$ cat src/rtl/fetch_sequencer.sv
// fetch_sequencer: fetch FSM, stall/F_valid generation, next-PC selection
// with a one-entry pending-redirect buffer for redirects that arrive while imem is not ready.
module fetch_sequencer #(
    parameter logic [31:0] RESET_PC = 32'h0000_3000
) (
    input  logic        clk,
    input  logic        reset,
    input  logic [31:0] PC,
    input  logic        im_ready,
    input  logic        hazard_stall,
    input  logic        redir_valid,
    input  logic [31:0] redir_target,
    input  logic        halt_req,
    input  logic        resume,
    output logic [31:0] next_PC,
    output logic        stall,
    output logic        F_valid,
    output logic [15:0] fetch_count,
    output logic [1:0]  state
);
    typedef enum logic [1:0] {BOOT, RUN, WAIT, HALT} state_t;
    state_t      cur, nxt;
    logic        pend_valid, pend_valid_nxt;
    logic [31:0] pend_target, pend_target_nxt;
    logic        active;
    assign active = (cur == RUN) || (cur == WAIT);
    assign state  = cur;
    always_comb begin
        nxt = cur == BOOT ? RUN :
              active ? (halt_req ? HALT : im_ready ? RUN : WAIT) :
              (resume && !halt_req) ? RUN : HALT;
        stall   = !reset || cur == HALT || (cur != BOOT && (hazard_stall || !im_ready));
        next_PC = (!reset || cur == BOOT) ? RESET_PC :
                  stall ? PC :
                  redir_valid ? redir_target :
                  pend_valid ? pend_target : PC + 32'd4;
        F_valid = reset && active && im_ready && !hazard_stall;
        pend_valid_nxt  = pend_valid;
        pend_target_nxt = pend_target;
        // D re-presents a redirect it holds under hazard_stall, so only imem stalls are buffered
        if (active && halt_req)
            pend_valid_nxt = 1'b0;
        else if (active && redir_valid && !im_ready && !hazard_stall) begin
            pend_valid_nxt  = 1'b1;
            pend_target_nxt = redir_target;
        end else if (!stall)
            pend_valid_nxt = 1'b0;
    end
    always_ff @(posedge clk or negedge reset) begin
        if (!reset) begin
            cur         <= BOOT;
            pend_valid  <= 1'b0;
            pend_target <= '0;
            fetch_count <= '0;
        end else begin
            cur         <= nxt;
            pend_valid  <= pend_valid_nxt;
            pend_target <= pend_target_nxt;
            if (active && !stall)
                fetch_count <= fetch_count + 16'd1;
        end
    end
endmodule

$ cat config.mk
export PLATFORM = sky130hd
export DESIGN_NAME = fetch_sequencer
export DESIGN_NICKNAME = d
export VERILOG_FILES = /design/src/rtl/fetch_sequencer.sv
export SDC_FILE = /design/constraint.sdc
export NUM_CORES = 1
export LEC_CHECK = 0
export CAP_MARGIN = 20
export CORE_MARGIN = 1.5
export CORE_UTILIZATION = 47
export CTS_BUF_LIST = sky130_fd_sc_hd__clkbuf_8 sky130_fd_sc_hd__clkbuf_16
export DETAILED_ROUTE_END_ITERATION = 10
export MAX_ROUTING_LAYER = met4
export PLACE_DENSITY_LB_ADDON = 0.12
export SLEW_MARGIN = 20
export SYNTH_ARGS = -nofsm -noshare
export SYNTH_HDL_FRONTEND = slang
export SYNTH_SLANG_ARGS = --single-unit
$ cat constraint.sdc
create_clock -name clk -period 3.4 [get_ports clk]
set_input_delay 0.85 -clock clk [delete_from_list [all_inputs] [get_ports clk]]
set_output_delay 0.85 -clock clk [all_outputs]
set_load 0.05 [all_outputs]
==> metrics list, run 1 <==
* Worst ir drop on vdd: 0.197 mV
- Fraction of final layout cells sized beyond drive strength 1: 38.2%
- The worst setup path is captured at an output pin.
* CTS tree: yes
* Highest routed layer: met4
- Final WS setup: -45.9 ps
- Internal cell power: 1.29 mW
- Number of unique standard cell types used by synthesis: 59
- Startpoint type of the worst setup path: input port
- Number of buffer and inverter stages on the critical path: 3
- Sw power: 756 uW
* Most instantiated flip-flop cell in the synthesis netlist: sky130_fd_sc_hd__dfrtp_1
- For this block, the routed nets add up to approximately 14 mm of wire.
- The checks that failed: setup timing.
* Arr. time, crit path: 2600 ps
* Transition time of the tightest slew-check pin: 602 ps
* Total clock sinks: 51
* Period utilisation layout: 101%
* TritonCTS Buffers: 5
* Remaining max-slew budget at the tightest pin: 59.9%
* Core area: 0.00769 sq mm
* Post-Synthesis Net Count: 503
- Place WS: -491 ps
- The count of buffers added on input and output ports is 122.
* Setup CP Type: input port to output pin
- Clk root buf: sky130_fd_sc_hd__clkbuf_8
* Clock Pin Slew Worst Setup and Hold Paths: 110 ps
- Overall routing resource usage: around a third
- 1st-pass router iterations: 5
* Most frequent cells in the layout: sky130_fd_sc_hd__buf_4 (95), sky130_fd_sc_hd__clkdlybuf4s50_1 (57), sky130_fd_sc_hd__dfrtp_1 (50), sky130_fd_sc_hd__nand2_1 (35)
* Starting density of the core: between 40% and 50%
* Leakage: 2.73 nW
- 123 I/O pins were placed.
* Wire length on met2: between 6 and 7 mm
- # DRC: 0
- Upper clock frequency limit: between 200 and 300 MHz
- Once detailed placement completed, the half-perimeter wirelength came to 9.54 mm.
- Wire length the detailed router placed on met1: approximately 5.5 mm
- After global routing the overflow that remains totals 0.
- Worst clock skew: 12.4 ps
- Initial antenna violation count: 0
- Subtracting the final worst setup slack from the clock period gives 3450 ps.
* Total via count in the routed design: 4485
* Htree depth: 2
* Largest net degree at the start of global routing: 45
- Leading cell type in the layout, fill and taps excluded: sky130_fd_sc_hd__buf_4
* Asr flop ratio synth: 100%
- Combinational cells account for approximately two fifths of the total power.
* Count of max-cap constraint violations: 0
- In this run the cell area of the synthesized design comes to between 0.003 and 0.004 sq mm.
* Sw Ratio: ~37%
- The die covers 0.00840 sq mm.
- The largest individual stage delay along the critical path comes from the cell sky130_fd_sc_hd__or4_4.
* Synth warn: 0
* Overall die height: 91.7 microns
* CP cell instances: buf_8 -> buf_6 -> nand2_4 -> nor4_4 -> nand4_1 -> or4_4 -> a31oi_4 -> buf_12
* Number of synthesized register bits: slightly above 50
- Number of max-slew violations in the final report: 0
- Chip width: 91.7 microns
* Delay of the slowest cell on the worst path: 530 ps
- Sequential fraction of the synthesis area: 34.5%
* Required time of the critical path: 2550 ps
- Relative to the synthesized area, the layout overhead comes to 71.7%.
- Wire length of the first global-routing pass: 21.6 mm
- Total number of placement rows: 32
* Latest clock arrival within the worst-skew pair: 320 ps
* Min-Delay Path Class: input port to asynchronous set/reset pin
* Number of DRC markers in iteration 0: 369
* Total number of cells along the worst setup path: 8
* Count of antenna-violating nets left after detailed routing: 0
* Cell family with the largest share of critical-path delay: simple AND/OR/NAND/NOR gates
- Setup repair after global routing could not meet its margin everywhere.
- After the last flow step, the layout net total stands at 700.
- Synthesized netlist cell count: 428
* Peak fanout along the critical path: 3
- Number of global-route vias before repair: roughly 4500
* Status: finished, violations left
- Antenna diodes: 0
- The clock network is responsible for 18.6% of the overall power.
- Via density per instance: 6.16
- The clock passes through at most 2 buffers.
- Mean area per synthesized cell: 8.63 sq um
* Final Hold Vio Count: 0
- Registers are responsible for around 40% of the overall power.
* Tot Pwr: 2.05 mW
- Routed met3 length: 1.05 mm
- Routed len/inst: 18.9 microns
- The congestion estimate from routability-driven global placement came to between 0.9 and 1.
- Number of synthesized flops with an enable pin: 0
* Total power divided by cell area: 323 mW/mm^2
- Reg2reg path depth: 7
* Final setup violation count: 1
-- metal layers --
layer | up-vias | track usage [%]
li1 | 2018 | -
met5 | - | -
met3 | 43 | 4.15
met4 | 0 | 12.5
met1 | 2164 | 41.5
met2 | 260 | 55.7
-- final timing paths --
| path | end | from | slack [ps] |
|---|---|---|---|
| worst max-delay path | next_PC[29] | PC[3] | -50 |
| worst min-delay path | pend_valid | reset | 440 |
| worst max register to register | fetch_count[14] | state[0] | 1360 |
| worst min register to register | fetch_count[15] | fetch_count[15] | 480 |
| max in group asynchronous | state[0] | reset | 2120 |
| min in group clk | fetch_count[15] | fetch_count[15] | 480 |
-- flip-flops by register name, summed over array words and instances, names as in the netlist --
signal / count
state: 2
fetch_count: 16
pend_valid: 1
pend_target: 32
-- per-stage QoR --
stage,hold slack (ps),util [%],cell area (sq um),std cells,TNS [ps]
floorplan,450,-,3920,428,-117
global placement,469,78.1,6000,708,-8320
detailed placement,463,78.1,6000,708,-8710
CTS,454,81.4,6260,720,-36.8
global route,442,82.5,6340,728,-168
finish,443,82.5,6340,728,-45.9
-- area by class of cell --
type | instances | area [sq um]
clock buffers | 5 | 68.8
inverters | 10 | 40.0
well taps | 102 | 128
fillers | 473 | 1340
clock inverters | 3 | 22.5
flip-flops and latches | 51 | 1280
multi-input cells | 335 | 2630
repair buffers | 222 | 2180
-- synthesized netlist by cell type, types with 2 or more instances --
master | instances | area share (%)
sky130_fd_sc_hd__dfrtp_1 | 51 | 35
sky130_fd_sc_hd__nand2_1 | 37 | 3.8
sky130_fd_sc_hd__o21ai_0 | 34 | 4.6
sky130_fd_sc_hd__a21oi_1 | 31 | 4.2
sky130_fd_sc_hd__mux2_2 | 31 | 9.4
sky130_fd_sc_hd__clkbuf_1 | 27 | 2.7
sky130_fd_sc_hd__nor2_1 | 25 | 2.5
sky130_fd_sc_hd__nand4_1 | 15 | 2.5
sky130_fd_sc_hd__nand3_1 | 14 | 1.9
sky130_fd_sc_hd__xnor2_1 | 12 | 2.8
sky130_fd_sc_hd__a31oi_1 | 8 | 1.4
sky130_fd_sc_hd__inv_1 | 8 | 0.81
sky130_fd_sc_hd__a22oi_1 | 7 | 1.4
sky130_fd_sc_hd__and3_1 | 7 | 1.2
sky130_fd_sc_hd__xor2_1 | 7 | 1.7
sky130_fd_sc_hd__a221o_1 | 6 | 1.6
sky130_fd_sc_hd__mux2i_1 | 6 | 1.6
sky130_fd_sc_hd__nor3_1 | 6 | 0.81
sky130_fd_sc_hd__o22ai_1 | 6 | 1.0
sky130_fd_sc_hd__a221oi_1 | 5 | 1.2
sky130_fd_sc_hd__and4_1 | 5 | 1.2
sky130_fd_sc_hd__nand2b_1 | 5 | 0.85
sky130_fd_sc_hd__nor2b_1 | 5 | 0.85
sky130_fd_sc_hd__ha_1 | 4 | 1.4
sky130_fd_sc_hd__nor4_1 | 4 | 0.68
sky130_fd_sc_hd__o211ai_1 | 4 | 0.81
sky130_fd_sc_hd__o21a_1 | 4 | 0.81
sky130_fd_sc_hd__a211oi_1 | 3 | 0.61
sky130_fd_sc_hd__a21o_1 | 3 | 0.61
sky130_fd_sc_hd__a311oi_1 | 3 | 0.71
sky130_fd_sc_hd__buf_1 | 3 | 0.30
sky130_fd_sc_hd__o221ai_1 | 3 | 0.71
sky130_fd_sc_hd__a41oi_1 | 2 | 0.47
sky130_fd_sc_hd__and2_1 | 2 | 0.34
sky130_fd_sc_hd__buf_2 | 2 | 0.27
sky130_fd_sc_hd__clkinv_1 | 2 | 0.20
sky130_fd_sc_hd__nand3_2 | 2 | 0.54
sky130_fd_sc_hd__nand4b_1 | 2 | 0.47
sky130_fd_sc_hd__nor3b_1 | 2 | 0.41
sky130_fd_sc_hd__o21bai_1 | 2 | 0.41
sky130_fd_sc_hd__o31a_1 | 2 | 0.47
sky130_fd_sc_hd__o31ai_1 | 2 | 0.41
sky130_fd_sc_hd__o32ai_1 | 2 | 0.47
sky130_fd_sc_hd__or3_1 | 2 | 0.34
-- logic make-up (layout without fill, tap and decap cells) --
kind of cell / after synthesis / in the layout / synth area share, %
mux: 37 / 37 / 11.1
flops: 51 / 51 / 34.5
compound gates: 137 / 137 / 24.4
xor+xnor: 19 / 19 / 4.50
buf+inv: 42 / 240 / 4.33
simple gates: 138 / 138 / 19.8
fa+ha+maj: 4 / 4 / 1.35
-- timing repair --
item / CTS / global route
endpoints found under the setup margin: 32 / 18
pin swaps: 27 / 14
buffers inserted: 4 / 7
hold buffers: 0 / 0
resized for setup: 94 / 19
gates cloned: 0 / 1
-- power groups by stage --
stage | combinational [mW] | clock (mW) | sequential [mW]
finish | 0.847 | 0.381 | 0.818
global placement | 0.802 | 0 | 0.816
detailed placement | 0.823 | 0 | 0.827
floorplan | 0.417 | 0 | 0.846
CTS | 0.836 | 0.385 | 0.815
global route | 0.897 | 0.410 | 0.832
Note: power is estimated with default switching activity, not from simulation.
==> run 2, diff against run 1 <==
--- a/config.mk
+++ b/config.mk
@@ -7,9 +7,11 @@
 export LEC_CHECK = 0
 export CAP_MARGIN = 20
 export CORE_MARGIN = 1.5
-export CORE_UTILIZATION = 47
+export CORE_UTILIZATION = 60
 export CTS_BUF_LIST = sky130_fd_sc_hd__clkbuf_8 sky130_fd_sc_hd__clkbuf_16
+export CTS_CLUSTER_SIZE = 20
 export DETAILED_ROUTE_END_ITERATION = 10
+export DONT_BUFFER_PORTS = 1
 export MAX_ROUTING_LAYER = met4
 export PLACE_DENSITY_LB_ADDON = 0.12
 export SLEW_MARGIN = 20
==> run 2 against run 1 <==
Net effect:
- the run still ends with setup timing left
- critical path depth decreased by 1
- clock-buffer cell count unchanged
- via count decreased by 16%
- combinational power decreased by 32%
- clock skew decreased by 7.7 ps
- setup slack improved by 16 ps
- die area decreased by 21%
- sequential share of layout area increased by 7.1 points
- sequential power increased by 4.0%
- final area decreased by 26%
- global-route usage increased by 3.1 points
- clock power increased by 6.8%
- critical path type unchanged
- largest cell class unchanged
- largest power group is now sequential cells
==> metrics list, run 2 (same netlist as run 1, synthesis figures left out) <==
- The run finished, with violations left.
- The checks that failed: setup timing.
- The detail route stage leaves a number of antenna-violating nets equal to 0.
* CTS tree: yes
* Upper clock frequency limit: between 200 and 300 MHz
* Fin nets: 537
* Startpoint type of the worst setup path: input port
* TritonCTS Buffers: 5
* Place WS: 39.7 ps
* Total number of placement rows: 28
- In the final timing run, aggregate negative setup slack is -29.9 ps.
- Overall die area: 0.00664 sq mm
- Routability Congestion: between 0.9 and 1
- Htree depth: 2
- Chip width: 81.5 microns
* Max FFs per register: 32
- Starting density of the core: 62.4%
- At the worst endpoint, the arrival time is 2580 ps.
* Remaining global-route overflow: 0
* Instance count after placement with tap cells included: 530
* Clock period minus worst slack: 3430 ps
- In this run the standard cell core region covers 0.00592 sq mm.
- Final setup violation count: 1
- Leading cell type in the layout, fill and taps excluded: sky130_fd_sc_hd__dfrtp_1
* Fraction of final layout cells sized beyond drive strength 1: 29.2%
* Total via count in the routed design: 3765
- Number of buffer and inverter stages on the critical path: 1
- Min-Delay Path Class: input port to asynchronous set/reset pin
* Overall die height: 81.5 microns
- Bufs on Longest Clock Path: 2
* Remaining max-slew budget at the tightest pin: 60.7%
- The placed instances occupy a cell area of approximately 0.0046 sq mm.
* Number of max-slew violations in the final report: 0
- Overall routing resource usage: 36.5%
- The worst-case IR drop observed on VDD is 0.251 mV.
- After clock tree synthesis, the clock-pin slew on the worst setup and hold paths is 110 ps.
- Initial antenna violation count: 0
* Unrepaired setup endpoints after global routing: yes
- Area overhead of the layout relative to synthesis: 26.8%
- # hold bufs at CTS: 0
* Number of DRC markers in iteration 0: 392
* Wire length of the first global-routing pass: between 15 and 20 mm
- Final Hold Vio Count: 0
- After detailed routing, the total wire length is 11.5 mm.
* Post-route standard cell area excluding fillers: 0.00468 sq mm
* Setup CP Type: input port to output pin
- Across the run, the number of max-cap violations was 0.
- Setup slack on the critical path of the routed design comes to -29.9 ps.
* Period utilisation layout: 101%
* Reg2reg path depth: 7
* Transition time of the tightest slew-check pin: between 500 and 600 ps
- Routed len/inst: 21.4 microns
- Counting every sink on the clock net gives 51.
- Setup slack of the most critical reg-to-reg path: 1270 ps
- Latest clock arrival within the worst-skew pair: 320 ps
- 1st-pass router iterations: 5
* Number of global-route vias before repair: 3689
- Among cell families on the critical path, the largest total delay comes from simple AND/OR/NAND/NOR gates.
- The register with the most flip-flops in the final layout is pend_target.
- In this run the power density over the cells is about 390 mW/mm^2.
- Clk root buf: sky130_fd_sc_hd__clkbuf_8
- The largest single stage delay on the critical path is between 400 and 500 ps.
- Crit path capture type: output pin
* Quantity of I/O buffers inserted on ports: 0
- Slowest library cell on the worst path: sky130_fd_sc_hd__or3_1
* Largest net degree at the start of global routing: 56
- Tot Pwr: 1.84 mW
- For this run, design rule violations remaining after detail routing come to 0.
- Walking the worst path, the cells encountered are ha_1 -> nand4_1 -> or3_1 -> nor3_2 -> a41oi_1 -> a311oi_4 -> buf_12.
- Via density per instance: approximately 7
* Worst clock skew: 4.66 ps
- Peak fanout along the critical path: 5
- Leaving out filler cells and counting taps, the final layout contains about 540.
* Most frequent cells in the layout: sky130_fd_sc_hd__dfrtp_1 (50), sky130_fd_sc_hd__buf_4 (40), sky130_fd_sc_hd__nand2_1 (37), sky130_fd_sc_hd__o21ai_0 (33), sky130_fd_sc_hd__mux2_2 (31)
- The analysis attributes to cell leakage a power of 1.91 nW.
- Data on the critical path is required at its endpoint by about 2600 ps.
* Reg2Reg Capture Point: fetch_count[12]
- Boundary Pins: between 100 and 150
- Antenna diodes: 0
- The HPWL after detailed placement is approximately 8.0 mm.
- In this run the critical register-to-register path is launched from state[0].
-- run 2: cell count changes in the layout (fill, tap and decap cells not counted), sizes merged, moves of 2 or more --
cell           change
clkdlybuf4s50     -57
clkbuf             -6
dlygate4sd2       -17
buf               -81
dlymetal6s2s       -2
-- run 2: per-stage QoR --
stage / utilization (%) / hold WS [ps]
4_1_cts: 78.6 / 198
2_1_floorplan: - / 450
5_1_grt: 79.1 / 185
3_5_place_dp: 76.9 / 476
6_report: 79.1 / 203
3_3_place_gp: 76.9 / 464
-- run 2: what timing repair did --
item	in CTS	in global routing
setup buffers	0	0
endpoints found under the setup margin	0	11
gates resized for setup	0	7
-- run 2: where the power goes --
part | internal [mW] | total [mW] | switching, mW
clock network | 0.159 | 0.407 | 0.249
logic | 0.265 | 0.579 | 0.314
registers | 0.736 | 0.851 | 0.115
-- run 2: worst max path at each step --
stage,from,end,slack [ps],depth (start not counted)
floorplan,im_ready,next_PC[6],-90,8
global placement,PC[2],next_PC[30],100,7
detailed placement,PC[2],next_PC[18],40,7
CTS,PC[2],next_PC[18],20,7
global route,PC[2],next_PC[30],-50,7
finish,PC[2],next_PC[30],-30,7
-- run 2: cell type report --
type	count	area, sq um
inverter	10	37.5
fill	415	1240
timing repair buffer	59	672
clock buffer	5	68.8
clock inverter	3	31.3
sequential	51	1280
multi-input combinational	335	2500
tap	75	93.8
-- run 2: layer usage --
metal | global-route usage [%] | share of wire, % | vias to the layer above
li1 | - | - | 1685
met1 | 44.5 | 39 | 1817
met2 | 56.4 | 47 | 230
met3 | 11.6 | 11 | 33
met4 | 13.6 | 2.4 | 0
met5 | - | 0 | -
